$ cat config.mk
export PLATFORM = sky130hd
export DESIGN_NAME = traffic_intersection
export DESIGN_NICKNAME = d
export VERILOG_FILES = /design/src/rtl/traffic_intersection.sv
export SDC_FILE = /design/constraint.sdc
export NUM_CORES = 1
export LEC_CHECK = 0
export BUFFER_PORTS_ARGS = -buffer_cell sky130_fd_sc_hd__buf_2
export CORE_MARGIN = 2
export CORE_UTILIZATION = 35
export CTS_BUF_LIST = sky130_fd_sc_hd__clkbuf_4 sky130_fd_sc_hd__clkbuf_8
export CTS_CLUSTER_DIAMETER = 30
export DETAILED_ROUTE_END_ITERATION = 7
export GPL_ROUTABILITY_DRIVEN = 1
export PLACE_DENSITY = 0.62
export SETUP_SLACK_MARGIN = 0.4
export SLEW_MARGIN = 20
export SYNTH_ARGS = -nofsm -noshare
export SYNTH_HDL_FRONTEND = slang
export SYNTH_SLANG_ARGS = --single-unit
$ cat constraint.sdc
create_clock -name clk -period 9.25 [get_ports clk]
set_input_delay 1.3875 -clock clk [delete_from_list [all_inputs] [get_ports clk]]
set_output_delay 1.3875 -clock clk [all_outputs]
set_load 0.005 [all_outputs]
$ cat src/rtl/traffic_intersection.sv
// traffic_intersection: N-way signal controller cycling one approach at a time
// through GREEN, YELLOW and ALL-RED, timed by an external 1-cycle tick strobe.
// Green times are per direction; yellow and all-red times are shared. With
// SKIP_IDLE set, approaches without demand are passed over.
module traffic_intersection #(
  parameter int N_WAY      = 4,
  parameter int DIR_W      = 2,
  parameter int TW         = 5,
  parameter int DEF_GREEN  = 10,
  parameter int DEF_YELLOW = 3,
  parameter int DEF_ALLRED = 1,
  parameter int SKIP_IDLE  = 1
) (
  input  logic               clk,
  input  logic               rst,
  input  logic               tick,
  input  logic               run,
  input  logic [N_WAY-1:0]   demand,
  input  logic               cfg_we,
  input  logic [1:0]         cfg_field,
  input  logic [DIR_W-1:0]   cfg_dir,
  input  logic [TW-1:0]      cfg_data,
  output logic [2*N_WAY-1:0] light,
  output logic [DIR_W-1:0]   active,
  output logic [1:0]         phase,
  output logic [TW-1:0]      remaining
);

  localparam logic [1:0] S_IDLE   = 2'd0;
  localparam logic [1:0] S_GREEN  = 2'd1;
  localparam logic [1:0] S_YELLOW = 2'd2;
  localparam logic [1:0] S_ALLRED = 2'd3;

  localparam int N_SLOT = 2 ** DIR_W;

  logic [1:0]       state;
  logic [DIR_W-1:0] act;
  logic [TW-1:0]    cnt;

  // One slot per encodable direction so any cfg_dir/act value indexes the
  // table at its natural width; slots at or above N_WAY are never written.
  logic [TW-1:0]    green_t [N_SLOT];
  logic [TW-1:0]    yellow_t;
  logic [TW-1:0]    allred_t;

  logic [2*N_WAY-1:0] demand_rot;
  logic [DIR_W-1:0]   next_dir;
  int                 first_hit;
  int                 next_sum;

  // A programmed time T gives max(T,1) ticks, so the counter starts at max(T,1)-1.
  function automatic logic [TW-1:0] load_val(input logic [TW-1:0] t);
    return (t == '0) ? '0 : t - 1'b1;
  endfunction

  // Next direction: rotate demand so bit 0 is the slot after act, take the
  // lowest set bit; no demand (or no skipping) falls back to act+1.
  always_comb begin
    // NOTE: every combinational output gets a default before any branch, so no latch is inferred.
    demand_rot = {demand, demand} >> (act + 1'b1);
    first_hit  = 0;
    if (SKIP_IDLE != 0) begin
      for (int k = N_WAY - 1; k >= 0; k--) begin
        if (demand_rot[k]) first_hit = k;
      end
    end
    next_sum = int'(act) + 1 + first_hit;
    if (next_sum >= N_WAY) next_sum = next_sum - N_WAY;
    next_dir = DIR_W'(next_sum);
  end

  // Time registers: defaults on reset, out-of-range or field-3 writes dropped.
  always_ff @(posedge clk) begin
    // NOTE: the time table is reset explicitly because its defaults are
    // architectural state, not don't-care storage.
    if (rst) begin
      for (int i = 0; i < N_SLOT; i++) green_t[i] <= TW'(DEF_GREEN);
      yellow_t <= TW'(DEF_YELLOW);
      allred_t <= TW'(DEF_ALLRED);
    end else if (cfg_we) begin
      case (cfg_field)
        2'd0:    if (int'(cfg_dir) < N_WAY) green_t[cfg_dir] <= cfg_data;
        2'd1:    yellow_t <= cfg_data;
        2'd2:    allred_t <= cfg_data;
        default: ;
      endcase
    end
  end

  // Phase sequencer; loads read the time table before any same-cycle write lands.
  always_ff @(posedge clk) begin
    // NOTE: state uses non-blocking assignments so every branch sees pre-edge values.
    if (rst) begin
      state <= S_IDLE;
      act   <= '0;
      cnt   <= '0;
    end else begin
      case (state)
        S_IDLE: begin
          cnt <= '0;
          if (run) begin
            state <= S_GREEN;
            cnt   <= load_val(green_t[act]);
          end
        end
        S_GREEN: begin
          if (tick) begin
            if (cnt == '0 || !run) begin
              state <= S_YELLOW;
              cnt   <= load_val(yellow_t);
            end else begin
              cnt <= cnt - 1'b1;
            end
          end
        end
        S_YELLOW: begin
          if (tick) begin
            if (cnt == '0) begin
              state <= S_ALLRED;
              cnt   <= load_val(allred_t);
            end else begin
              cnt <= cnt - 1'b1;
            end
          end
        end
        default: begin
          if (tick) begin
            if (cnt == '0) begin
              act <= next_dir;
              if (run) begin
                state <= S_GREEN;
                cnt   <= load_val(green_t[next_dir]);
              end else begin
                state <= S_IDLE;
                cnt   <= '0;
              end
            end else begin
              cnt <= cnt - 1'b1;
            end
          end
        end
      endcase
    end
  end

  // Colour decode from registered state: only the active approach leaves red.
  always_comb begin
    light = '0;
    for (int i = 0; i < N_WAY; i++) begin
      if (act == DIR_W'(i)) begin
        if (state == S_GREEN)  light[2*i +: 2] = 2'b01;
        if (state == S_YELLOW) light[2*i +: 2] = 2'b10;
      end
    end
  end

  assign active    = act;
  assign phase     = state;
  assign remaining = cnt;

endmodule

==> summary.md <==
| Metric | Value |
|---|---|
| Status | finished clean |
| Crit path launch type | input pin |
| Period Utilization, post-route | 41.3% |
| I/O pin count | 35 |
| Commonest non-fill, non-tap cell in the layout | nor2_1 |
| CTS tree | built |
| HP Class | reg2reg |
| DR vias | 2,724 |
| Pre-CTS WS | a little over 5 ns |
| CTS Buf Count | 5 |
| Syn avg cell area | 9.01 um^2 |
| Starting Density | between 30% and 40% |
| Post-CTS Resized | 0 |
| Count of final hold-check violations | 0 |
| Die X | between 90 and 100 um |
| Critical Path Sink Type | flip-flop |
| # DRC | 0 |
| Min Clock Period, post-route | about 3.8 ns |
| H-Tree Depth | 2 |
| CP required | ~9.4 ns |
| Total gr overflow | 0 |
| Final Max Slew Viols | 0 |
| DR WL/cell | about 15 um |
| Rows | 34 |
| Post-CTS setup buffer count | 0 |
| Mapped Area | 3140 um^2 |
| Clk buf depth | 2 |
| Critical Path Fanout Max | 25 |
| Nets | between 400 and 500 |
| FF/Latch Area | around 1000 um^2 |
| YS warnings | 0 |
| Most frequent cells in the layout | nor2_1 (46), buf_2 (34), and2_1 (22), dfxtp_1 (21), edfxtp_1 (20) |
| FILL cells | slightly below 900 |
| Tot GR Track Use | 15.9% |
| Port bufs | 34 |
| Pwr dens | just under 200 nW/um^2 |
| Unrepaired setup endpoints after global routing | false |
| Detail Placement HPWL | between 5 and 6 mm |
| Number of enable flip-flop cells after synthesis | 20 |
| Max frequency | around 260 MHz |
| Clock Skews | between 0.005 and 0.006 ns |
| Setup violators final | 0 |
| Clock-pin slew on the worst setup and hold paths | approximately 0.080 ns |
| Post-Synthesis Cells | roughly 350 |
| VDD IR-drop max | roughly 0.000066 V |
| CP Class | in2reg |
| Worst-Margin Slew | between 0.8 and 0.9 ns |
| Yosys reg bits | 41 |
| Drt first pass iters | 5 |
| Headroom to the max-slew limit | roughly 44% |
| GP Congestion | about 1 |
| Final WL | approximately 7.5 mm |
| Routed Antenna Nets | 0 |
| Post-Syn Nets | 380 |
| Ys async rst share | 0% |
| CTS root buffer | clkbuf_8 |
| Max_cap viols | 0 |
| Vias in the first global route | 2,512 |
| Multi-input logic area | around 2000 um^2 |
| Vias per Instance | 5.58 |
| Post-synth cell types | 69 |
| Setup TNS | 0 ns |
| Full die area | a little under 10,000 um^2 |
| DR iter-0 viols | ~190 |
| Setup ws final | around 5.4 ns |
| # diodes | 0 |
| P&R area growth vs syn | 10.5% |
| Register area share after synthesis | ~32% |
| Fin util | 39.8% |
| # hold bufs at CTS | 0 |
| Die height | 98.8 um |
| Pin count of the biggest net entering global routing | 26 |
| Sink Count | between 40 and 50 |
| Crit path DAT | roughly 4 ns |
| First-pass GRT wire length | about 12 mm |
| Synth Flop Type | dfxtp_1 |
| Later-pin clock latency in the skew report | approximately 0.30 ns |
| Layout cells sized above 1 | between 10% and 20% |
| Core area | 8720 um^2 |
| Initial antenna violation count | 0 |
| Static Leak | approximately 1.4 nW |
## synth_stat cells, drive strengths merged, types with 5 or more instances
cell type / count / area (um^2)
nor2: 46 / 173
and2: 22 / 138
dfxtp: 21 / 420
edfxtp: 20 / 601
inv: 19 / 71.3
o21ai: 19 / 95.1
a21oi: 18 / 90.1
mux2i: 15 / 150
nand2: 14 / 52.6
nand2b: 14 / 87.6
ha: 13 / 163
nor3: 13 / 70.1
clkbuf: 7 / 36.3
or2: 7 / 43.8
a211oi: 5 / 37.5
o2111ai: 5 / 43.8
or3: 5 / 31.3
xnor2: 5 / 43.8
xor2: 5 / 58.8
## power by group
part	leakage [nW]	switching [W]	internal (W)
clock	0.0452	0.0000686	0.0000564
sequential	0.366	0.0000325	0.000211
combinational	0.947	0.000179	0.000123
## cell type report
class                           instances  share of cell area, %
Clock inverter                          2                  0.396
Multi-Input combinational cell        278                   57.2
Timing Repair Buffer                   34                   4.90
Tap cell                              108                   3.89
Sequential cell                        41                   29.4
Clock buffer                            6                   2.20
Inverter                               19                   2.05
## worst max-delay path, stage by stage
cell and delay [ns]:
buf_2 0.13, or4_2 0.65, nand3_1 0.11, ha_1 0.60, mux2_2 0.43, nor2b_1 0.13
a211oi_1 0.20, nor4_1 0.07, o41a_1 0.31
## logic make-up (layout without fill, tap and decap cells)
group / count (synthesis) / after routing / share of synthesized area [%]
AND/OR/NAND/NOR: 151 / 151 / 26.2
buffers and inverters: 30 / 61 / 4.34
AO/OA/AOI/OAI: 83 / 83 / 20.2
XOR/XNOR: 10 / 10 / 3.26
multiplexers: 21 / 21 / 8.36
adder cells (fa/ha/maj): 13 / 13 / 5.17
flip-flops: 41 / 41 / 32.5
## state kept, by name, summed over array words and instances, names as in the netlist, named ones only
name	cells
allred_t	5
yellow_t	5
remaining	5
green_t	20
phase	2
active	2
## per-stage QoR
stage / power (W) / hold WS [ns] / instances / area [um^2]
floorplan: 0.000473 / 0.488 / 349 / 3140
global placement: 0.000541 / 0.541 / 480 / 3380
detailed placement: 0.000544 / 0.550 / 480 / 3380
CTS: 0.000669 / 0.566 / 488 / 3470
global route: 0.000721 / 0.602 / 488 / 3470
finish: 0.000670 / 0.565 / 488 / 3470
## layer usage
metal | track usage (%) | part of all wire (%) | vias to the layer above
met1 | 22.0 | 48 | 1251
met5 | 0 | 0 | -
li1 | - | - | 1350
met4 | 5.90 | 2.2 | 0
met3 | 2.41 | 5.4 | 16
met2 | 25.0 | 45 | 107
## worst paths after layout
path | end | slack (ns) | startpoint | depth (start not counted)
setup reg to reg | remaining[3] | 5.69 | active[0] | 11
hold reg to reg | allred_t[1] | 0.56 | allred_t[1] | 2
setup / recovery | remaining[3] | 5.43 | demand[3] | 9
hold / removal | allred_t[1] | 0.56 | allred_t[1] | 2
Power figures use the tool's default switching activity.
